## config.mk

```make
export PLATFORM = sky130hd
export DESIGN_NAME = hamming_decoder
export DESIGN_NICKNAME = d
export VERILOG_FILES = /design/src/rtl/hamming_decoder.sv
export SDC_FILE = /design/constraint.sdc
export NUM_CORES = 1
export LEC_CHECK = 0
export CORE_MARGIN = 4
export CORE_UTILIZATION = 51
export DETAILED_ROUTE_END_ITERATION = 10
export MAX_ROUTING_LAYER = met4
export PLACE_DENSITY = 0.85
export RECOVER_POWER = 50
export SETUP_SLACK_MARGIN = 0.3
export SKIP_LAST_GASP = 1
export SYNTH_ARGS = -nofsm -noshare
export SYNTH_HDL_FRONTEND = slang
export SYNTH_SLANG_ARGS = --single-unit
export TNS_END_PERCENT = 100
```

## constraint.sdc

```tcl
create_clock -name clk -period 2.3 [get_ports clk]
set_clock_uncertainty 0.15 [all_clocks]
set_input_delay 0.575 -clock clk [delete_from_list [all_inputs] [get_ports clk]]
set_output_delay 0.575 -clock clk [all_outputs]
set_load 0.02 [all_outputs]
```

## src/rtl/hamming_decoder.sv

```systemverilog
// ---------------------------------------------------------------------------
// hamming_decoder
//   Two-stage pipelined (7,4) Hamming decoder with valid/ready handshakes on
//   both sides. It also keeps saturating statistics counters.
//   Stage 1 captures the codeword and its syndrome.
//   Stage 2 captures the corrected data, the error flag and the syndrome.
//
// Ports
//   clk        : clock, rising edge active
//   rst_n      : asynchronous active-low reset
//   c[6:0]     : received codeword, bit i is Hamming position i+1
//   in_valid   : c is valid
//   in_ready   : decoder accepts c this cycle (combinational from out_ready)
//   u[3:0]     : decoded data {c6,c5,c4,c2} after correction
//   err        : nonzero syndrome, one bit was corrected
//   syn[2:0]   : syndrome {s4,s2,s1}
//   out_valid  : u/err/syn are valid
//   out_ready  : downstream accepts the output
//   cnt_clr    : synchronous clear of both counters (wins over increment)
//   word_cnt   : delivered words, saturating
//   corr_cnt   : delivered words with err=1, saturating
// ---------------------------------------------------------------------------
module hamming_decoder #(
  parameter int CNT_W = 16
) (
  input  logic             clk,
  input  logic             rst_n,
  input  logic [6:0]       c,
  input  logic             in_valid,
  output logic             in_ready,
  output logic [3:0]       u,
  output logic             err,
  output logic [2:0]       syn,
  output logic             out_valid,
  input  logic             out_ready,
  input  logic             cnt_clr,
  output logic [CNT_W-1:0] word_cnt,
  output logic [CNT_W-1:0] corr_cnt
);

  // Syndrome {s4,s2,s1}. Each check bit covers the positions whose index has
  // that bit set.
  function automatic logic [2:0] f_syndrome(input logic [6:0] cw);
    logic w_s1;
    logic w_s2;
    logic w_s4;
    w_s1 = cw[0] ^ cw[2] ^ cw[4] ^ cw[6];
    w_s2 = cw[1] ^ cw[2] ^ cw[5] ^ cw[6];
    w_s4 = cw[3] ^ cw[4] ^ cw[5] ^ cw[6];
    return {w_s4, w_s2, w_s1};
  endfunction

  // Flip the bit named by the syndrome. Then extract the data positions.
  function automatic logic [3:0] f_correct(input logic [6:0] cw, input logic [2:0] s);
    logic [6:0] w_fix;
    w_fix = cw;
    case (s)
      3'd1:    w_fix[0] = ~cw[0];
      3'd2:    w_fix[1] = ~cw[1];
      3'd3:    w_fix[2] = ~cw[2];
      3'd4:    w_fix[3] = ~cw[3];
      3'd5:    w_fix[4] = ~cw[4];
      3'd6:    w_fix[5] = ~cw[5];
      3'd7:    w_fix[6] = ~cw[6];
      default: w_fix = cw;
    endcase
    return {w_fix[6], w_fix[5], w_fix[4], w_fix[2]};
  endfunction

  logic             r_s1_valid;
  logic [6:0]       r_s1_c;
  logic [2:0]       r_s1_syn;
  logic             r_out_valid;
  logic [3:0]       r_u;
  logic             r_err;
  logic [2:0]       r_syn;
  logic [CNT_W-1:0] r_word_cnt;
  logic [CNT_W-1:0] r_corr_cnt;

  logic             w_adv1;
  logic             w_adv2;
  logic             w_out_xfer;
  logic [2:0]       w_syn_in;
  logic [3:0]       w_u_fix;
  logic             w_word_inc;
  logic             w_corr_inc;

  // A stage advances when its downstream slot is empty or draining this cycle.
  assign w_adv2     = !r_out_valid || out_ready;
  assign w_adv1     = !r_s1_valid || w_adv2;
  assign w_out_xfer = r_out_valid && out_ready;
  assign w_syn_in   = f_syndrome(c);
  assign w_u_fix    = f_correct(r_s1_c, r_s1_syn);

  // Counter increment enables. A counter that is all ones holds, so it never wraps.
  always_comb begin
    w_word_inc = 1'b0;
    w_corr_inc = 1'b0;
    if (w_out_xfer) begin
      w_word_inc = ~(&r_word_cnt);
      w_corr_inc = r_err && ~(&r_corr_cnt);
    end else begin
      w_word_inc = 1'b0;
      w_corr_inc = 1'b0;
    end
  end

  // Stage 1: capture the codeword and its syndrome. Take a bubble when no input is offered.
  always_ff @(posedge clk or negedge rst_n) begin
    if (!rst_n) begin
      r_s1_valid <= 1'b0;
      r_s1_c     <= 7'd0;
      r_s1_syn   <= 3'd0;
    end else if (w_adv1) begin
      r_s1_valid <= in_valid;
      if (in_valid) begin
        r_s1_c   <= c;
        r_s1_syn <= w_syn_in;
      end
    end
  end

  // Stage 2: capture the corrected data. Hold it while the consumer stalls.
  always_ff @(posedge clk or negedge rst_n) begin
    if (!rst_n) begin
      r_out_valid <= 1'b0;
      r_u         <= 4'd0;
      r_err       <= 1'b0;
      r_syn       <= 3'd0;
    end else if (w_adv2) begin
      r_out_valid <= r_s1_valid;
      if (r_s1_valid) begin
        r_u   <= w_u_fix;
        r_err <= (r_s1_syn != 3'd0);
        r_syn <= r_s1_syn;
      end
    end
  end

  // Statistics counters. A clear wins over an increment in the same cycle.
  always_ff @(posedge clk or negedge rst_n) begin
    if (!rst_n) begin
      r_word_cnt <= {CNT_W{1'b0}};
      r_corr_cnt <= {CNT_W{1'b0}};
    end else if (cnt_clr) begin
      r_word_cnt <= {CNT_W{1'b0}};
      r_corr_cnt <= {CNT_W{1'b0}};
    end else begin
      if (w_word_inc) begin
        r_word_cnt <= r_word_cnt + {{(CNT_W-1){1'b0}}, 1'b1};
      end
      if (w_corr_inc) begin
        r_corr_cnt <= r_corr_cnt + {{(CNT_W-1){1'b0}}, 1'b1};
      end
    end
  end

  assign in_ready  = w_adv1;
  assign out_valid = r_out_valid;
  assign u         = r_u;
  assign err       = r_err;
  assign syn       = r_syn;
  assign word_cnt  = r_word_cnt;
  assign corr_cnt  = r_corr_cnt;

endmodule

```

==> results of run 1 <==
power by group through the flow:
stage,clock (uW),sequential (uW),combinational (uW)
2_1_floorplan,0,1070,156
3_3_place_gp,0,1030,403
3_5_place_dp,0,1030,419
4_1_cts,506,1010,395
5_1_grt,551,1020,431
6_report,493,1010,394
per-layer routing:
layer,GRT usage,vias to the layer above
met5,-,-
met4,0.0842,0
met3,0.0384,11
met2,0.379,69
met1,0.284,1186
li1,-,1152
synthesized netlist by cell type (all sizes together), types with 4 or more instances:
cell | count | area share
nand3 | 14 | 0.029
nand2b | 7 | 0.017
a21oi | 22 | 0.042
clkbuf | 5 | 0.0091
and4 | 4 | 0.013
o31ai | 13 | 0.037
or4 | 11 | 0.032
o21ai | 16 | 0.031
or3 | 12 | 0.029
nor2 | 12 | 0.017
dfrtp | 49 | 0.47
xor2 | 4 | 0.013
inv | 6 | 0.0086
mux2 | 12 | 0.052
nor2b | 5 | 0.012
nand2 | 24 | 0.037
nor4 | 5 | 0.014
nand4 | 10 | 0.026
xnor2 | 9 | 0.030
nor3 | 11 | 0.021
flip-flops by register name, summed over array words and instances (netlist names):
| signal | cells |
|---|---|
| syn | 3 |
| r_s1_c | 4 |
| err | 1 |
| u | 4 |
| r_s1_syn | 3 |
| word_cnt | 16 |
| r_s1_valid | 1 |
| out_valid | 1 |
| corr_cnt | 16 |
through the flow:
| stage | hold WS, ps | total power (uW) |
|---|---|---|
| 5_1_grt | 380 | 2000 |
| 3_5_place_dp | 324 | 1450 |
| 3_3_place_gp | 314 | 1430 |
| 2_1_floorplan | 129 | 1230 |
| 6_report | 337 | 1890 |
| 4_1_cts | 99.8 | 1910 |
repair_timing:
action	in CTS	in global routing
setup endpoints to repair	59	17
resized for setup	48	16
buffers inserted	2	5
pin swaps	3	1
worst min-delay path: stages, from the launching register on:
cell and delay (ps):
dfrtp_1 350, nand2_1 40, o21ai_0 60
path summary, 6_finish.rpt:
kind                                        from                        to  slack, ps  cells after the start
min in group asynchronous                  rst_n  word_cnt[14]$_DFFE_PN0P_        440                      2
hold reg to reg                 u[0]$_DFFE_PN0P_          u[0]$_DFFE_PN0P_        340                      2
setup / recovery           out_valid$_DFFE_PN0P_   corr_cnt[8]$_DFFE_PN0P_        270                      5
hold / removal                  u[0]$_DFFE_PN0P_          u[0]$_DFFE_PN0P_        340                      2
max in group asynchronous                  rst_n           err$_DFFE_PN0P_        760                      2
setup reg to reg           out_valid$_DFFE_PN0P_   corr_cnt[8]$_DFFE_PN0P_        270                      5
layout make-up:
class | count | share of cell area
repair buffers | 81 | 0.193
multi-input cells | 205 | 0.397
clock buffers | 6 | 0.0209
flip-flops and latches | 49 | 0.356
inverters | 6 | 0.00647
clock inverters | 2 | 0.00288
well taps | 67 | 0.0241
cells by family after synthesis:
family	after synthesis	synth area share
buffers and inverters	15	0.0316
AOI/OAI and AO/OA	55	0.123
DFF	49	0.469
xor gates and xnor gates	13	0.0435
and+or+nand+nor	121	0.264
muxes	14	0.0593
adders and majority gates	2	0.00957
==> results.json, run 1 <==
{
  "dieArea_mm2": 0.00634,
  "die_h_um": 79.6,
  "critPathMaxFanout": 9,
  "grt_first_pass_wirelength_um": 11200,
  "grt_pass1_vias": 2399,
  "max_freq_mhz": 493,
  "slowest_stage": "dfrtp_1",
  "yosysSeqAreaShare": 0.469,
  "cts_tree": "built",
  "async_reset_ff_frac": 1.00,
  "sequentialPowerShare": 0.532,
  "via_per_inst": 5.81,
  "clk_latency_ps": 300,
  "cts_buffer_depth": 2,
  "cts_sinks": 49,
  "multi_input_area_mm2": 0.00138,
  "seq_area_mm2": 0.00124,
  "grt_use_total": 0.230,
  "cpPeakStageDelay_ps": 550,
  "dp.final_hpwl_um": 4660,
  "die_width_um": 79.6,
  "intPower_uw": 1320,
  "fin_ws_ps": 272,
  "final_cell_mix": "dfrtp_1 (40), dlygate4sd2_1 (40), nand2_1 (22), buf_4 (22), a21oi_1 (20)",
  "pwr-share-comb": 0.208,
  "synth_cell_types": 40,
  "rsz0062_at_grt": "true",
  "met1_length_um": 2850,
  "h-tree-depth": 2,
  "setup_viol": 0,
  "met3WireLength_um": 286,
  "routed_wl_um": 6730,
  "status": "finished, final reports clean",
  "crit_buf_inv": 1,
  "p_switching_uw": 569,
  "fin_nets": 362,
  "grt_max_degree": 50,
  "netlist_instances": 269,
  "crit_chain": "buf_4, nand3_4, or3_4, or4_1, a21oi_1",
  "cp.required_ps": 2370,
  "synth_edf_count": 0,
  "first_pass_iters": 4,
  "antenna_left": 0,
  "synth-warning-count": 0,
  "vias": 2418,
  "initial_utilization": 0.539,
  "postLayoutCoreUtil": 0.718,
  "wl_per_cell_um": 16.2,
  "synth_fp_nets": 283,
  "syn_to_final_growth_pct": 33.1,
  "synth_area_mm2": 0.00262,
  "cts_buffers": 5,
  "hold_buffers": 0,
  "final_cell_area_mm2": 0.00348,
  "arrival_ps": 2100,
  "finalMaxSlewViolations": 0,
  "p_leak_uw": 0.00148,
  "min_period_ps": 2030,
  "end_kind": "flip-flop",
  "tns_ps": 0,
  "sw_frac_of_total": 0.301,
  "syn_avg_cell_area_um2": 9.72,
  "routabilityCongestion": 0.882,
  "synth-seq-cells": 49,
  "crit_family": "simple AND/OR/NAND/NOR gates",
  "core_mm2": 0.00485,
  "hold_path.class": "reg2reg",
  "pin_count": 54,
  "dp_cells": 401,
  "wl_met2_um": 3490,
  "place_ws_ps": -326,
  "top_layer_used": "met4",
  "maxCapViolCount": 0,
  "hold_violations": 0,
  "clkTransAtPathRegs_ps": 90,
  "portBuffers": 53,
  "clkPwrFrac": 0.260,
  "worstSetupPathType": "reg2reg",
  "period_share": 0.882,
  "synth_flop_cell": "dfrtp_1",
  "fillers": 383,
  "drc": 0,
  "drt_iter0_drc": 76,
  "powerDensity_mw_per_mm2": 544,
  "relSlewSlack": 0.205,
  "finalNonFillerCells": 416,
  "antenna_found_initial": 0,
  "num_rows": 25,
  "drive_above_1_share": 0.201,
  "worst_slew_pin_slew_ps": 1190,
  "ir_worst_vdd_mv": 0.600,
  "grt.overflow.total": 0,
  "cts-root-buf": "clkbuf_8",
  "cp-start-kind": "flip-flop",
  "diodes": 0,
  "place_area_mm2": 0.00338
}
(Power assumes the default switching activity.)
==> run 2, diff against run 1 <==
--- a/config.mk
+++ b/config.mk
@@ -5,7 +5,7 @@
 export SDC_FILE = /design/constraint.sdc
 export NUM_CORES = 1
 export LEC_CHECK = 0
-export CORE_MARGIN = 4
+export CORE_ASPECT_RATIO = 1.4
 export CORE_UTILIZATION = 51
 export DETAILED_ROUTE_END_ITERATION = 10
 export MAX_ROUTING_LAYER = met4
==> run 2 against run 1 <==
Compared with the run above: critical path depth is 1 lower; critical path type unchanged; worst hold slack worse by 110 ps; sequential power hardly changed; largest power group unchanged.
==> results.json, run 2 (same netlist as run 1, synthesis figures left out) <==
{
  "status": "finished, final reports clean",
  "finalMaxSlewViolations": 0,
  "arrival_ps": 2050,
  "mostFrequentLayoutCell": "dfrtp_1",
  "period_share": 0.852,
  "cts_tree": "built",
  "pin_count": 54,
  "grt_max_degree": 40,
  "dp.final_hpwl_um": 4500,
  "whs_ps": 232,
  "cts_sinks": 49,
  "rsz0062_at_grt": "true",
  "diodes": 0,
  "worst_slew_pin_slew_ps": 953,
  "relSlewSlack": 0.365,
  "p_leak_uw": 0.00148,
  "drt_iter0_drc": 106,
  "slowest_stage": "or4_1",
  "grt.overflow.total": 0,
  "portBuffers": 53,
  "fin_nets": 357,
  "cp.required_ps": 2390,
  "place_area_mm2": 0.00336,
  "cts_buffers": 5,
  "maxCapViolCount": 0,
  "die_width_um": 62.5,
  "dieArea_mm2": 0.00542,
  "clk_latency_ps": 310,
  "die_h_um": 86.7,
  "end_kind": "flip-flop",
  "syn_to_final_growth_pct": 32.3,
  "min_period_ps": 1960,
  "setup_viol": 0,
  "clkTransAtPathRegs_ps": 90,
  "crit_chain": "and4_1, or3b_4, or4_1, a21oi_1",
  "num_rows": 30,
  "cp.depth": 4,
  "routed_wl_um": 6450,
  "critPathMaxFanout": 8,
  "vias": 2406,
  "cp-start-kind": "flip-flop",
  "powerDensity_mw_per_mm2": 587,
  "cts_buffer_depth": 2,
  "hold_buffers": 0,
  "initial_utilization": 0.536,
  "via_per_inst": 5.90,
  "drive_above_1_share": 0.169,
  "final_cell_mix": "dfrtp_1 (42), dlygate4sd2_1 (40), nand2_1 (22), a21oi_1 (22), o21ai_0 (16)",
  "cts-root-buf": "clkbuf_8",
  "first_pass_iters": 4,
  "worstSetupPathType": "reg2reg",
  "final_cell_area_mm2": 0.00346,
  "crit_buf_inv": 0,
  "grt_first_pass_wirelength_um": 10800,
  "grt_use_total": 0.262,
  "crit_family": "simple AND/OR/NAND/NOR gates",
  "antenna_found_initial": 0,
  "routabilityCongestion": 0.829,
  "ir_worst_vdd_mv": 0.590,
  "antenna_left": 0,
  "h-tree-depth": 2,
  "cpPeakStageDelay_ps": 470,
  "wl_per_cell_um": 15.8,
  "grt_pass1_vias": 2392,
  "rr_worst_depth": 4,
  "postLayoutCoreUtil": 0.709,
  "hold_violations": 0,
  "drc": 0,
  "max_freq_mhz": 511,
  "core_mm2": 0.00488,
  "hold_path.class": "in2async"
}
[run 2: cell count changes in the layout (fill, tap and decap cells not counted), sizes merged]
cell           before  now
clkbuf             12   16
buf                26   18
bufinv              0    1
clkdlybuf4s50       9    7
dlygate4sd3         0    2
clkinv              2    0
[run 2: where the power goes]
group          internal (uW)  leakage [uW]  switching (uW)
logic                    164      0.000786             207
clock network            355     0.0000585             293
registers                937      0.000637            74.4
total                   1460       0.00148             575
[run 2: layer usage]
layer  wire length (um)  vias up  track usage
li1                   -     1145            -
met1               2500     1173        0.275
met2               3560       75        0.474
met3                265       13       0.0553
met4                119        0        0.106
met5                  0        -            -
[run 2: per-stage QoR]
step | worst slack (ps) | power (uW) | cells | TNS [ps]
finish | 341 | 2030 | 408 | 0
global route | 249 | 2120 | 408 | 0
CTS | 301 | 2050 | 406 | 0
detailed placement | -303 | 1440 | 398 | -3840
global placement | -262 | 1430 | 398 | -2910
floorplan | 301 | 1230 | 269 | 0
[run 2: final timing paths]
path	start	end	slack (ps)
max	err$_DFFE_PN0P_	corr_cnt[13]$_DFFE_PN0P_	340
min	rst_n	corr_cnt[12]$_DFFE_PN0P_	230
max reg2reg	err$_DFFE_PN0P_	corr_cnt[13]$_DFFE_PN0P_	340
min reg2reg	u[0]$_DFFE_PN0P_	u[0]$_DFFE_PN0P_	360
max in group asynchronous	rst_n	err$_DFFE_PN0P_	620
min in group clk	u[0]$_DFFE_PN0P_	u[0]$_DFFE_PN0P_	360
[run 2: what timing repair did]
item / in CTS / in global routing
endpoints found under the setup margin: 67 / 15
buffers inserted: 0 / 2
resized for setup: 49 / 9
pin swaps: 0 / 1
[run 2: cell type report]
type                    instances  area, um2
fillers                       388       1420
inverters                       6       22.5
well taps                      64       80.1
flip-flops and latches         49       1230
repair buffers                 76        624
clock buffers                   7       86.3
clock inverters                 1       30.0
multi-input cells             205       1380
